## src/rtl/apb_reg_slave.sv

```systemverilog
// apb_reg_slave: zero-wait APB completer with RW/RO/W1C/counter registers and a protocol checker
module apb_reg_slave #(
  parameter int ADDRWIDTH = 8,
  parameter int DATAWIDTH = 32,
  parameter logic [31:0] ID_VALUE = 32'hA5B0_0001
) (
  input  logic                 pclk,
  input  logic                 presetn,
  input  logic                 psel,
  input  logic                 penable,
  input  logic                 pwrite,
  input  logic [ADDRWIDTH-1:0] paddr,
  input  logic [DATAWIDTH-1:0] pwdata,
  output logic [DATAWIDTH-1:0] prdata,
  output logic                 irq,
  output logic                 prot_err
);
  typedef enum logic [1:0] {IDLE, SETUP, ACCESS} state_t;
  localparam int WW = ADDRWIDTH - 2;
  state_t state_q, state_d, phase;
  logic [ADDRWIDTH-1:0] addr_q, addr_d;
  logic [WW-1:0] word;
  logic wr_q, wr_d, wrap_q, wrap_d, prot_q, prot_d;
  logic [DATAWIDTH-1:0] wdata_q, wdata_d, ctrl_q, ctrl_d, data_q, data_d, count_q, count_d;
  logic [DATAWIDTH-1:0] prdata_q, prdata_d, status, rd_val;
  logic [7:0] wr_cnt_q, wr_cnt_d;
  logic viol, commit, mapped, clr, wrap;
  always_comb begin
    phase = state_q == SETUP ? ACCESS : (psel && !penable) ? SETUP : IDLE;
    viol = (phase == IDLE && penable) ||
           (phase == ACCESS && (!psel || !penable || paddr != addr_q || pwrite != wr_q || pwdata != wdata_q));
    state_d = viol ? IDLE : phase;
    addr_d = phase == SETUP ? paddr : addr_q;
    wr_d = phase == SETUP ? pwrite : wr_q;
    wdata_d = phase == SETUP ? pwdata : wdata_q;
    commit = phase == ACCESS && !viol && pwrite;
    word = paddr[ADDRWIDTH-1:2];
    mapped = word <= WW'(5);
    status = '0;
    status[15:8] = wr_cnt_q;
    status[0] = ctrl_q[0];
    rd_val = word == WW'(0) ? ctrl_q :
             word == WW'(1) ? data_q :
             word == WW'(2) ? status :
             word == WW'(3) ? DATAWIDTH'(wrap_q) :
             word == WW'(4) ? count_q :
             word == WW'(5) ? DATAWIDTH'(ID_VALUE) : '0;
    prdata_d = (psel && !penable && !pwrite) ? rd_val : prdata_q;
    ctrl_d = (commit && word == WW'(0)) ? (pwdata & ~DATAWIDTH'(4)) : ctrl_q;
    data_d = (commit && word == WW'(1)) ? pwdata : data_q;
    clr = commit && word == WW'(0) && pwdata[2];
    wrap = !clr && ctrl_q[0] && (&count_q);
    count_d = clr ? '0 : ctrl_q[0] ? count_q + DATAWIDTH'(1) : count_q;
    wrap_d = wrap || (wrap_q && !(commit && word == WW'(3) && pwdata[0]));
    wr_cnt_d = wr_cnt_q + 8'(commit && mapped);
    prot_d = prot_q || viol;
  end
  always_ff @(posedge pclk) begin
    if (!presetn) begin
      state_q <= IDLE;
      addr_q <= '0;
      wr_q <= 1'b0;
      wdata_q <= '0;
      ctrl_q <= '0;
      data_q <= '0;
      count_q <= '0;
      wrap_q <= 1'b0;
      wr_cnt_q <= '0;
      prdata_q <= '0;
      prot_q <= 1'b0;
    end else begin
      state_q <= state_d;
      addr_q <= addr_d;
      wr_q <= wr_d;
      wdata_q <= wdata_d;
      ctrl_q <= ctrl_d;
      data_q <= data_d;
      count_q <= count_d;
      wrap_q <= wrap_d;
      wr_cnt_q <= wr_cnt_d;
      prdata_q <= prdata_d;
      prot_q <= prot_d;
    end
  end
  assign prdata = prdata_q;
  assign irq = wrap_q & ctrl_q[1];
  assign prot_err = prot_q;
endmodule

```

## config.mk

```make
export PLATFORM = sky130hd
export DESIGN_NAME = apb_reg_slave
export DESIGN_NICKNAME = d
export VERILOG_FILES = /design/src/rtl/apb_reg_slave.sv
export SDC_FILE = /design/constraint.sdc
export NUM_CORES = 1
export LEC_CHECK = 0
export ABC_AREA = 0
export BUFFER_PORTS_ARGS = -buffer_cell sky130_fd_sc_hd__buf_2
export CORE_ASPECT_RATIO = 1.1
export CORE_MARGIN = 1
export CORE_UTILIZATION = 40
export CTS_CLUSTER_DIAMETER = 40
export CTS_CLUSTER_SIZE = 25
export DETAILED_ROUTE_END_ITERATION = 12
export PLACE_DENSITY = 0.6
export SLEW_MARGIN = 40
export SYNTH_ARGS = -nofsm -noshare
export SYNTH_HDL_FRONTEND = slang
export SYNTH_SLANG_ARGS = --single-unit
export TNS_END_PERCENT = 50
```

## constraint.sdc

```tcl
create_clock -name pclk -period 2.8 [get_ports pclk]
set_input_delay 0 -clock pclk [delete_from_list [all_inputs] [get_ports pclk]]
set_output_delay 0 -clock pclk [all_outputs]
set_load 0.01 [all_outputs]
```

==> impl_metrics.py <==
metrics = {
    "floorplanning": {
        "die_x_um": 136,
        "initial_utilization": 0.409,
        "core_um2": 19200,
        "dieHeight_um": 149,
        "die-area_um2": 20200,
        "boundaryPins": 79,
        "num_rows": 53,
    },
    "finish": {
        "instances_no_fill": 1269,
        "final_core_util": 0.496,
        "areaGrowthSynthToFinish_pct": 21.1,
        "nets": 1058,
        "postLayoutCellArea_um2": 9500,
        "diodes": 0,
        "drive_gt1_frac": 0.143,
        "fillers": 1820,
    },
    "drt": {
        "first_pass_iters": 8,
        "drtIter0Drc": 483,
        "vias_per_cell": 5.27,
        "routed_wl_um": 21200,
        "vias": 6693,
        "drtAntennaViolNets": 0,
        "wl_per_cell_um": 16.7,
        "drc": 0,
    },
    "critical_path": {
        "critPathSlowestCell": "dlygate4sd3_1",
        "rr_endpoint": "wr_cnt_q[5]",
        "crit_path_start_kind": "input pin",
        "cpPeakStageDelay_ns": 0.55,
        "cp_cell_sequence": "dlygate4sd3_1, buf_2, xor2_1, nor4_1, nand2_1, nor4b_1, nand4_1, nor2_1, ha_1, and3_1, nand3_1, xor2_1, nor2_1",
        "crit_family": "simple AND/OR/NAND/NOR gates",
        "reg2reg_depth": 11,
        "endpoint_kind": "flip-flop",
        "crit_buf_inv": 2,
        "critPathCapture": "wr_cnt_q[5]",
        "cp.depth": 13,
        "ff2ff_setup_slack_ns": 0.38,
        "cp_max_fo": 9,
        "crit_type": "input pin to flip-flop",
        "critical_path_arrival_ns": 2.75,
        "worstPathRequired_ns": 3.11,
        "worstSetupStartpoint": "paddr[4]",
        "timing.rr.start": "addr_q[1]",
    },
    "place": {
        "placed_area_um2": 8510,
        "placed_cells": 1196,
        "dp_hpwl_um": 14800,
        "post-place-ws_ns": 0.359,
        "port_buffers": 78,
        "place_congestion": 0.867,
    },
    "clocking": {
        "insertion_delay_ns": 0.43,
        "post_cts_buffers": 0,
        "cts_made_buffers": 17,
        "post_cts_resized": 0,
        "root_buffer": "clkbuf_16",
        "clockBufferDepth": 2,
        "clk_pin_slew_ns": 0.07,
        "htreeDepth": 4,
        "cts_tree": "done",
        "holdBufCountCts": 42,
        "cts.sinks": 180,
    },
    "timing": {
        "clock_skew_ns": 0.0113,
        "finalHoldViolations": 0,
        "grt_setup_unrepaired": "false",
        "tightest_slew_ns": 0.805,
        "finalSetupViolations": 0,
        "hold_slack_ns": 0.0917,
        "clock.fmax_mhz": 409,
        "fin_crit_ns": 2.44,
        "slew_violations": 0,
        "fin_crit_sh": 0.873,
        "worst_slack_ns": 0.356,
        "fin_tns_setup_ns": 0,
        "max_slew_margin": 0.463,
    },
    "synthesis": {
        "syn_area_um2": 7840,
        "synth_warnings": 0,
        "async_reset_ff_frac": 0,
        "synth_fp_nets": 953,
        "synth_cell_types": 46,
        "syn_inst": 905,
        "synth_seq_area_share": 0.459,
        "synthFlopType": "dfxtp_1",
        "synth-edff-count": 0,
        "avgSynthCellArea_um2": 8.67,
        "ys_ff_latch": 180,
    },
    "power": {
        "clkPwrFrac": 0.432,
        "switching_share": 0.234,
        "power.switching_mw": 1.26,
        "leakagePower_nw": 4.00,
        "peakVddDrop_mv": 0.427,
        "pwr-share-comb": 0.079,
        "intPower_mw": 4.12,
        "seq_power_share": 0.488,
        "p_per_area_nw_per_um2": 567,
        "power_mw": 5.38,
    },
    "hold_path": {
        "worstHoldPathCells": 3,
        "holdCritStartpoint": "presetn",
        "min_path_type": "input pin to flip-flop",
    },
    "flow_run": {
        "cap_violations": 0,
    },
    "grt": {
        "grt_overflow": 0,
        "grt_usage": 0.218,
        "met2_usage": 0.342,
        "grt_busiest_layer": "met2",
        "antenna_found_initial": 0,
        "grt_pass1_vias": 6266,
        "grt_use_met1": 0.303,
        "grt_max_degree": 63,
        "grtUsageMet3": 0.0394,
        "grt_pass1_wl_um": 33700,
    },
    "status": {
        "outcome": "finished, final reports clean",
    },
}
-- flip-flops by register name (all words and copies together) (netlist names) --
signal    count
count_q      32
data_q       32
prdata       32
wdata_q      32
ctrl_q       31
addr_q        8
wr_cnt_q      8
state_q       2
prot_err      1
wr_q          1
wrap_q        1
-- layout by cell type, fill, tap and decap left out, types with 28 or more instances in the layout --
master | Yosys | layout
nor2_1 | 68 | 66
a21oi_1 | 49 | 49
xor2_1 | 44 | 44
buf_2 | 4 | 77
xnor2_1 | 28 | 28
nand2_1 | 216 | 216
dlygate4sd3_1 | 0 | 42
dfxtp_1 | 180 | 180
mux2i_1 | 64 | 64
-- area by class of cell --
class | count | area, um2 | area share
multi-input combinational | 662 | 3980 | 0.419
sequential | 180 | 3600 | 0.379
timing repair buffer | 144 | 1020 | 0.107
clock buffer | 22 | 464 | 0.0489
tap | 247 | 309 | 0.0325
clock inverter | 9 | 105 | 0.0111
inverter | 5 | 18.8 | 0.00198
-- tightest hold or removal path, cell delays in order --
cell and delay [ns]:
buf_4 0.28, nand2_1 0.13, mux2i_1 0.05
-- how the worst min path moves through the flow --
stage / to / slack, ns
3_5_place_dp: addr_q[0] / 0.28
5_1_grt: ctrl_q[8] / 0.10
2_1_floorplan: wdata_q[12] / 0.14
4_1_cts: ctrl_q[9] / 0.08
6_report: ctrl_q[9] / 0.09
3_3_place_gp: addr_q[0] / 0.27
-- kinds of logic after synthesis --
family                     Yosys count  share of synthesized area
xor gates and xnor gates            72                     0.0804
DFF                                180                      0.459
and+or+nand+nor                    389                      0.224
adders and majority gates            3                    0.00479
muxes                               65                     0.0831
AOI/OAI and AO/OA                  133                      0.113
buffers and inverters               63                     0.0351
-- metal layers --
layer,routed length [um],vias to the layer above,part of all wire
li1,-,3335,-
met1,10300,3185,0.49
met2,9790,154,0.46
met3,786,19,0.037
met4,316,0,0.015
met5,0,-,0
-- power by group through the flow --
stage,Combinational (mW),Sequential [mW],Clock [mW]
after floorplan,0.220,2.69,0
after global placement,0.381,2.68,0
after detailed placement,0.383,2.68,0
after CTS,0.428,2.63,2.37
after global routing,0.468,2.63,2.46
final,0.428,2.63,2.33
-- synthesized netlist by cell type (3+ instances only) --
| library cell | instances | area [um2] |
|---|---|---|
| xnor2_1 | 28 | 245 |
| o21ai_0 | 20 | 100 |
| nand2_1 | 216 | 811 |
| a21oi_1 | 49 | 245 |
| o21ai_1 | 3 | 15.0 |
| o22a_1 | 7 | 61.3 |
| xor2_1 | 44 | 385 |
| a211oi_1 | 15 | 113 |
| nor2_1 | 68 | 255 |
| mux2i_1 | 64 | 641 |
| nor2b_1 | 3 | 18.8 |
| buf_2 | 4 | 20.0 |
| nor3_1 | 11 | 55.1 |
| inv_1 | 5 | 18.8 |
| nand2b_1 | 12 | 75.1 |
| a22oi_1 | 7 | 52.6 |
| buf_6 | 3 | 33.8 |
| clkbuf_1 | 46 | 173 |
| nor4_1 | 6 | 37.5 |
| and3_1 | 6 | 37.5 |
| dfxtp_1 | 180 | 3600 |
| and4_1 | 6 | 52.6 |
| a222oi_1 | 15 | 150 |
| buf_4 | 3 | 22.5 |
| ha_1 | 3 | 37.5 |
| o2111ai_1 | 7 | 61.3 |
| nand4_1 | 21 | 131 |
| and2_1 | 5 | 31.3 |
| nand3_1 | 23 | 115 |
Power figures use the tool's default switching activity.
